### src/rtl/pc_gen_if.sv
// Bus bundle between the fetch/hazard/execute logic and the PC generator.
// The master drives the enable and redirect request and observes the PC state.
// The slave (pc_gen) consumes that request and drives the PC state.
interface pc_gen_if #(
  parameter int STALL_CNT_W = 16
);
  logic                   en;
  logic                   redirect_valid;
  logic [31:0]            redirect_pc;
  logic [31:0]            pc;
  logic [31:0]            pc_next;
  logic                   flush;
  logic                   misalign_err;
  logic [STALL_CNT_W-1:0] stall_cnt;

  modport master (
    output en, redirect_valid, redirect_pc,
    input  pc, pc_next, flush, misalign_err, stall_cnt
  );

  modport slave (
    input  en, redirect_valid, redirect_pc,
    output pc, pc_next, flush, misalign_err, stall_cnt
  );
endinterface

### src/rtl/pc_gen.sv
// Program counter generator with deferred redirects and halt on a misaligned target.
// Optional macro PC_GEN_STALL_CNT_EN builds the saturating stall counter;
// when it is undefined, stall_cnt is tied to zero.
//
// state | meaning
// ------+---------------------------------------------------------------
// RUN   | normal fetch: pc advances by 4 or takes a redirect when en=1
// PEND  | a redirect arrived while stalled; target is held in pend_pc_q
// HALT  | a misaligned target was seen; frozen until rst
module pc_gen #(
  parameter logic [31:0] RESET_PC    = 32'h0000_0000,
  parameter int          STALL_CNT_W = 16
) (
  input logic       clk,
  input logic       rst,
  pc_gen_if.slave   bus
);

  typedef enum logic [1:0] {RUN, PEND, HALT} state_t;

  state_t      state_q;
  logic [31:0] pc_q;
  logic [31:0] pend_pc_q;
  logic        flush_q;
  logic        misalign_q;
  logic [31:0] pc_d;
  logic        redir_ok;
  logic        redir_bad;

  assign redir_ok  = bus.redirect_valid && (bus.redirect_pc[1:0] == 2'b00);
  assign redir_bad = bus.redirect_valid && (bus.redirect_pc[1:0] != 2'b00);

  // Next fetch address: a fresh aligned redirect beats a pending target,
  // which beats sequential fetch. It is also the value pc loads when en=1.
  always_comb begin
    pc_d = pc_q + 32'd4;
    if (rst) begin
      pc_d = RESET_PC;
    end else if (state_q == HALT) begin
      pc_d = pc_q;
    end else if (redir_ok) begin
      pc_d = bus.redirect_pc;
    end else if (state_q == PEND) begin
      pc_d = pend_pc_q;
    end
  end

  // Control FSM with registered pc, pending target, flush and error flag.
  always_ff @(posedge clk) begin
    if (rst) begin
      state_q    <= RUN;
      pc_q       <= RESET_PC;
      pend_pc_q  <= 32'h0000_0000;
      flush_q    <= 1'b0;
      misalign_q <= 1'b0;
    end else begin
      flush_q <= 1'b0;
      case (state_q)
        HALT: begin
          state_q <= HALT;
        end
        default: begin
          if (redir_bad) begin
            // Misaligned target is never fetched; pc freezes where it is.
            state_q    <= HALT;
            misalign_q <= 1'b1;
          end else if (bus.en) begin
            pc_q    <= pc_d;
            flush_q <= redir_ok || (state_q == PEND);
            state_q <= RUN;
          end else if (redir_ok) begin
            // Stalled: remember the newest target until fetch may advance.
            pend_pc_q <= bus.redirect_pc;
            state_q   <= PEND;
          end
        end
      endcase
    end
  end

`ifdef PC_GEN_STALL_CNT_EN
  logic [STALL_CNT_W-1:0] stall_q;

  // Count stalled cycles outside HALT, sticking at all-ones.
  always_ff @(posedge clk) begin
    if (rst) begin
      stall_q <= '0;
    end else if (!bus.en && (state_q != HALT) && !(&stall_q)) begin
      stall_q <= stall_q + 1'b1;
    end
  end

  assign bus.stall_cnt = stall_q;
`else
  assign bus.stall_cnt = {STALL_CNT_W{1'b0}};
`endif

  assign bus.pc           = pc_q;
  assign bus.pc_next      = pc_d;
  assign bus.flush        = flush_q;
  assign bus.misalign_err = misalign_q;

endmodule

### src/flat_wrapper.sv
// flat-port wrapper written by rule: the top's interface ports become plain ports
module pc_gen_flat 
#(
  parameter logic [31:0] RESET_PC    = 32'h0000_0000,
  parameter int          STALL_CNT_W = 16
)
  (clk, rst, bus_en, bus_redirect_valid, bus_redirect_pc, bus_pc, bus_pc_next, bus_flush, bus_misalign_err, bus_stall_cnt);
  pc_gen_if #(.STALL_CNT_W(STALL_CNT_W)) bus_i ();
  input logic clk;
  input logic rst;
  input wire logic [$bits(bus_i.en)-1:0] bus_en;
  input wire logic [$bits(bus_i.redirect_valid)-1:0] bus_redirect_valid;
  input wire logic [$bits(bus_i.redirect_pc)-1:0] bus_redirect_pc;
  output wire logic [$bits(bus_i.pc)-1:0] bus_pc;
  output wire logic [$bits(bus_i.pc_next)-1:0] bus_pc_next;
  output wire logic [$bits(bus_i.flush)-1:0] bus_flush;
  output wire logic [$bits(bus_i.misalign_err)-1:0] bus_misalign_err;
  output wire logic [$bits(bus_i.stall_cnt)-1:0] bus_stall_cnt;
  assign bus_i.en = bus_en;
  assign bus_i.redirect_valid = bus_redirect_valid;
  assign bus_i.redirect_pc = bus_redirect_pc;
  assign bus_pc = bus_i.pc;
  assign bus_pc_next = bus_i.pc_next;
  assign bus_flush = bus_i.flush;
  assign bus_misalign_err = bus_i.misalign_err;
  assign bus_stall_cnt = bus_i.stall_cnt;
  pc_gen #(.RESET_PC(RESET_PC), .STALL_CNT_W(STALL_CNT_W)) u_core (.clk(clk), .rst(rst), .bus(bus_i));
endmodule
### config.mk
export PLATFORM = sky130hd
export DESIGN_NAME = pc_gen_flat
export DESIGN_NICKNAME = d
export VERILOG_FILES = /design/src/rtl/pc_gen_if.sv /design/src/rtl/pc_gen.sv /design/src/flat_wrapper.sv
export SDC_FILE = /design/constraint.sdc
export NUM_CORES = 1
export LEC_CHECK = 0
export ABC_AREA = 1
export BUFFER_PORTS_ARGS = -buffer_cell sky130_fd_sc_hd__buf_2
export CAP_MARGIN = 10
export CORE_MARGIN = 4
export CORE_UTILIZATION = 45
export CTS_CLUSTER_DIAMETER = 100
export DETAILED_ROUTE_END_ITERATION = 7
export GPL_TIMING_DRIVEN = 0
export PLACE_DENSITY = 0.69
export SLEW_MARGIN = 20
export SYNTH_ARGS = -nofsm -noshare
export SYNTH_HDL_FRONTEND = slang
export SYNTH_SLANG_ARGS = --single-unit
### constraint.sdc
create_clock -name clk -period 2.45 [get_ports clk]
set_input_delay 0.3675 -clock clk [delete_from_list [all_inputs] [get_ports clk]]
set_output_delay 0.3675 -clock clk [all_outputs]
set_load 0.02 [all_outputs]
Yosys cells after proc, flatten, opt, wreduce, memory -nomap -nowiden
Cells that the tools add are included.
- flip-flop bits (word level): 68
- output and inout bits: 82
- word-level logic and storage cells: 31
- add/sub/neg operators: 1
- eq/ne operators: 2
- multiplexer cells: 8
- bitwise gates (word level): 3
- reduce and logical (&&, ||, !) cells: 11
- operators by type and width (kind ; number):
    $mux 32 ; 4
    $add 32x3->32 const B ; 1
    $mux 2 ; 4
    $reduce_or 4->1 ; 2
    $reduce_and 4->1 ; 1
    $reduce_bool 4->1 ; 1
    $not 1->1 ; 3
    $reduce_and 3->1 ; 1
    $eq 2x1->1 const B ; 1
    $eq 2x2->1 const B ; 1
    $logic_and 1x1->1 ; 2
    $logic_not 2->1 ; 1
    $reduce_and 2->1 ; 1
    $reduce_bool 2->1 ; 1
    $logic_or 1x1->1 ; 1

Depth between registers and ports, before layout
- word-level depth: 6
- gate-level depth with buffers: 13
- gate-level depth less buffers: 13

Least setup slack after synthesis
Ideal clock, no wire load.
- path type: register to output
- start point: register u_core.pc_q[2] (netlist: u_core.bus.pc[2])
- end point: output bus_pc_next[22]
- data arrival time: 1.692 ns
- data required time: 2.082 ns
- setup slack: 0.391 ns
- stages on the path, launching flop included: 14
- buffers on the path: 0
- path through: dfxtp_1 ha_1 nand2_1 nor2_2 nand2_4 nor2_4 nand2_1 nand2_1 nand3_1 nand2_1 nand2_1 nand2_1 nand2_1 inv_1
- word-level cells in the longest chain between the ends: 5
- RTL lines (element ; RTL line ; RTL):
    start: declaration ; pc_gen.sv:22 ; logic [31:0] pc_q;
    start signal: assignment ; pc_gen.sv:68 ; pc_q <= pc_d;
    $add 32x3->32 ; pc_gen.sv:36 ; pc_d = pc_q + 32'd4;
    $mux 32 ; pc_gen.sv:43 ; end else if (state_q == PEND) begin
    $mux 32 ; pc_gen.sv:41 ; end else if (redir_ok) begin
    $mux 32 ; pc_gen.sv:39 ; end else if (state_q == HALT) begin
    $mux 32 ; pc_gen.sv:37 ; if (rst) begin
    end: declaration ; flat_wrapper.sv:15 ; output wire logic [$bits(bus_i.pc_next)-1:0] bus_pc_next;
Every way passes these cells.

Worst setup path after layout
- start point: register u_core.pc_q[2] (netlist: u_core.bus.pc[2])
- end point: output bus_pc_next[17]
Same word-level chain as after synthesis.

==> flow_metrics.py <==
metrics = {
    "critical_path": {
        "crit_type": "flop to output port",
        "worst_ep_arrival_time_ps": 2060,
        "max_stage_delay_ps": 380,
        "crit_top_cell": "nand2_1",
        "crit_path_end_kind": "output port",
        "path_max_fanout": 5,
        "critical_path.cell_chain": "buf_6 -> nand2_4 -> nor2_4 -> nand2_4 -> nor2_4 -> xor2_1 -> nand2_1 -> nand3_1 -> nand2_1 -> nand2_1 -> inv_1 -> buf_6",
        "slowest_stage": "dfxtp_4",
        "startpoint_type": "flop",
        "cp.required_ps": 2080,
    },
    "logic_synthesis": {
        "netlist_area_um2": 4770,
        "postSynthCellCount": 775,
        "syn_avg_cell_area_um2": 6.15,
        "ys_ff_latch": 68,
        "synth_edf_count": 0,
        "synth_top_area_cell": "dfxtp_1",
        "synth_top_area_share_pct": 28.6,
        "synth-main-ff-cell": "dfxtp_1",
        "ys_seq_area_share_pct": 28.6,
        "synth_most_common_cell": "nand2_1",
        "yosys_warnings": 0,
        "synthTopCellsByCount": "nand2_1, inv_1, o21ai_0",
        "async_flop_share_pct": 0,
        "synth_cell_types": 35,
        "synth.area.top_cells": "dfxtp_1, nand2_1, inv_1, o21ai_0, nand3_1",
    },
    "floorplan": {
        "rows": 37,
        "die-area_um2": 12300,
        "initial_core_util_pct": 46.2,
        "die_x_um": 111,
        "io_pins": 118,
        "die_h_um": 111,
        "core_area_um2": 10300,
    },
    "grt": {
        "gr-max-usage-layer": "met2",
        "grt_pass1_wl_um": 25000,
        "grt_util_met1_pct": 34.0,
        "grt_remaining_overflow": 0,
        "grt_max_degree": 12,
        "globalRouteMet3Util_pct": 4.48,
        "antenna_found_initial": 0,
        "use_met2_pct": 40.4,
        "grt_use_total_pct": 25.0,
        "grt_pass1_vias": 4962,
    },
    "route": {
        "num_vias": 5418,
        "wl_per_cell_um": 15.0,
        "first_pass_iters": 5,
        "wirelength_um": 15800,
        "viasPerCell": 5.15,
        "drtAntennaViolNets": 0,
        "drt_iter0_drc": 540,
        "drc": 0,
    },
    "sta": {
        "finalSetupViolCount": 0,
        "drv_slew": 0,
        "hold_violations": 0,
        "rsz0062_at_grt": "true",
        "fin_setup_tns_ps": 0,
        "tightest_slew_ps": 601,
        "layout_min_cycle_time_ps": 2430,
        "post-route-period-util_pct": 99.2,
        "max_freq_mhz": 412,
        "clock_skew_ps": 8.18,
        "relSlewSlack_pct": 59.9,
    },
    "power": {
        "p_per_area_nw_per_um2": 503,
        "leakage_nw": 3.12,
        "max-vdd-ir-drop_uv": 377,
    },
    "layout": {
        "finish.instance_area_um2": 6090,
        "fin_nets": 950,
        "final_util_pct": 59.0,
        "antenna_cells": 0,
        "n_fill_cell": 1058,
        "drive_above_1_share_pct": 33.6,
        "multi_input_area_um2": 2870,
        "area_growth_pct": 27.8,
        "seqCellArea_um2": 1410,
    },
    "placed_design": {
        "io_buffers": 100,
        "dp_hpwl_um": 11300,
        "place_area_um2": 5490,
        "place.gp.congestion": 0.993,
    },
    "clock_network": {
        "cts.sinks": 68,
        "root_buffer": "clkbuf_8",
        "cts_max_path_buffers": 2,
        "cts_inserted_buffers": 9,
        "ctsHoldBuffers": 0,
        "path_clk_slew_ps": 80,
        "clk_latency_ps": 350,
        "cts_tree": "built",
        "h-tree-depth": 3,
    },
    "job": {
        "cap_violations": 0,
    },
    "hold_path": {
        "hp-class": "input port to flop",
    },
    "outcome": {
        "outcome": "finished, final reports clean",
    },
}
flip-flops by register name (all words and copies together) (netlist names):
name                     cells
u_core.bus.pc               32
u_core.pend_pc_q            32
u_core.state_q               2
u_core.bus.flush             1
u_core.bus.misalign_err      1
placed cells by master (no fill, tap or decap), drive strengths merged, types with 16 or more instances in the layout:
cell type  Yosys  final
inv          118    118
a21oi         46     46
clkbuf        17     32
or2           18     18
nor2          73     73
o21ai         76     76
nand3         45     45
o221a         18     18
dfxtp         68     68
buf           36    144
nand2        229    229
conb           1     16
critical path, delay by kind of cell, from the launching register on:
family	cells	cell delay, ps
and+or+nand+nor	8	880
DFF	1	380
buffers and inverters	3	280
xor gates and xnor gates	1	170
what timing repair did:
action	in CTS	in global routing
pin swaps	5	41
endpoints found under the setup margin	16	29
gates resized for setup	13	114
setup buffers	6	6
power by group:
part,internal (mW),switching (mW),total [mW]
sequential,1.17,0.0862,1.26
clock,0.491,0.467,0.959
combinational,0.310,0.538,0.847
total,1.97,1.09,3.06
worst paths after layout:
kind | start | endpoint | slack [ps] | depth (start not counted)
min | bus_redirect_pc[3] | u_core.pend_pc_q[3]$_SDFFE_PP0P_ | 270 | 3
max reg2reg | u_core.state_q[1]$_SDFFE_PP0P_ | u_core.pend_pc_q[2]$_SDFFE_PP0P_ | 450 | 10
max | u_core.bus.pc[2]$_SDFFE_PP0P_ | bus_pc_next[17] | 20 | 12
min reg2reg | u_core.pend_pc_q[0]$_SDFFE_PP0P_ | u_core.pend_pc_q[0]$_SDFFE_PP0P_ | 450 | 2
through the flow:
stage / hold WS (ps) / worst slack [ps] / power (mW) / std cells
floorplan: 422 / 391 / 1.78 / 790
detailed placement: 434 / -27.5 / 2.03 / 1026
finish: 267 / 20.4 / 3.06 / 1053
global route: 285 / -89.3 / 3.21 / 1053
global placement: 433 / -48.2 / 2.02 / 1026
CTS: 264 / 7.70 / 2.99 / 1047
area by class of cell:
class                           instances  area share [%]
Multi-Input combinational cell        549            47.1
Sequential cell                        68            23.2
Timing Repair Buffer                  112            11.1
Inverter                              120            7.50
Buffer                                 53            5.20
Tap cell                              136            2.79
Clock buffer                           11            2.32
Clock inverter                          4           0.822
logic make-up after synthesis:
group,synth area share [%]
and+or+nand+nor,34.8
DFF,28.6
xor gates and xnor gates,1.47
AOI/OAI and AO/OA,19.1
adders and majority gates,0.262
buffers and inverters,15.7
other,0.0787
per-layer routing:
| layer | wire, µm | vias up |
|---|---|---|
| met2 | 7200 | 263 |
| met3 | 1400 | 27 |
| met1 | 6920 | 2439 |
| li1 | - | 2689 |
| met4 | 248 | 0 |
| met5 | 0 | - |
Note: power is estimated with default switching activity, not from simulation.
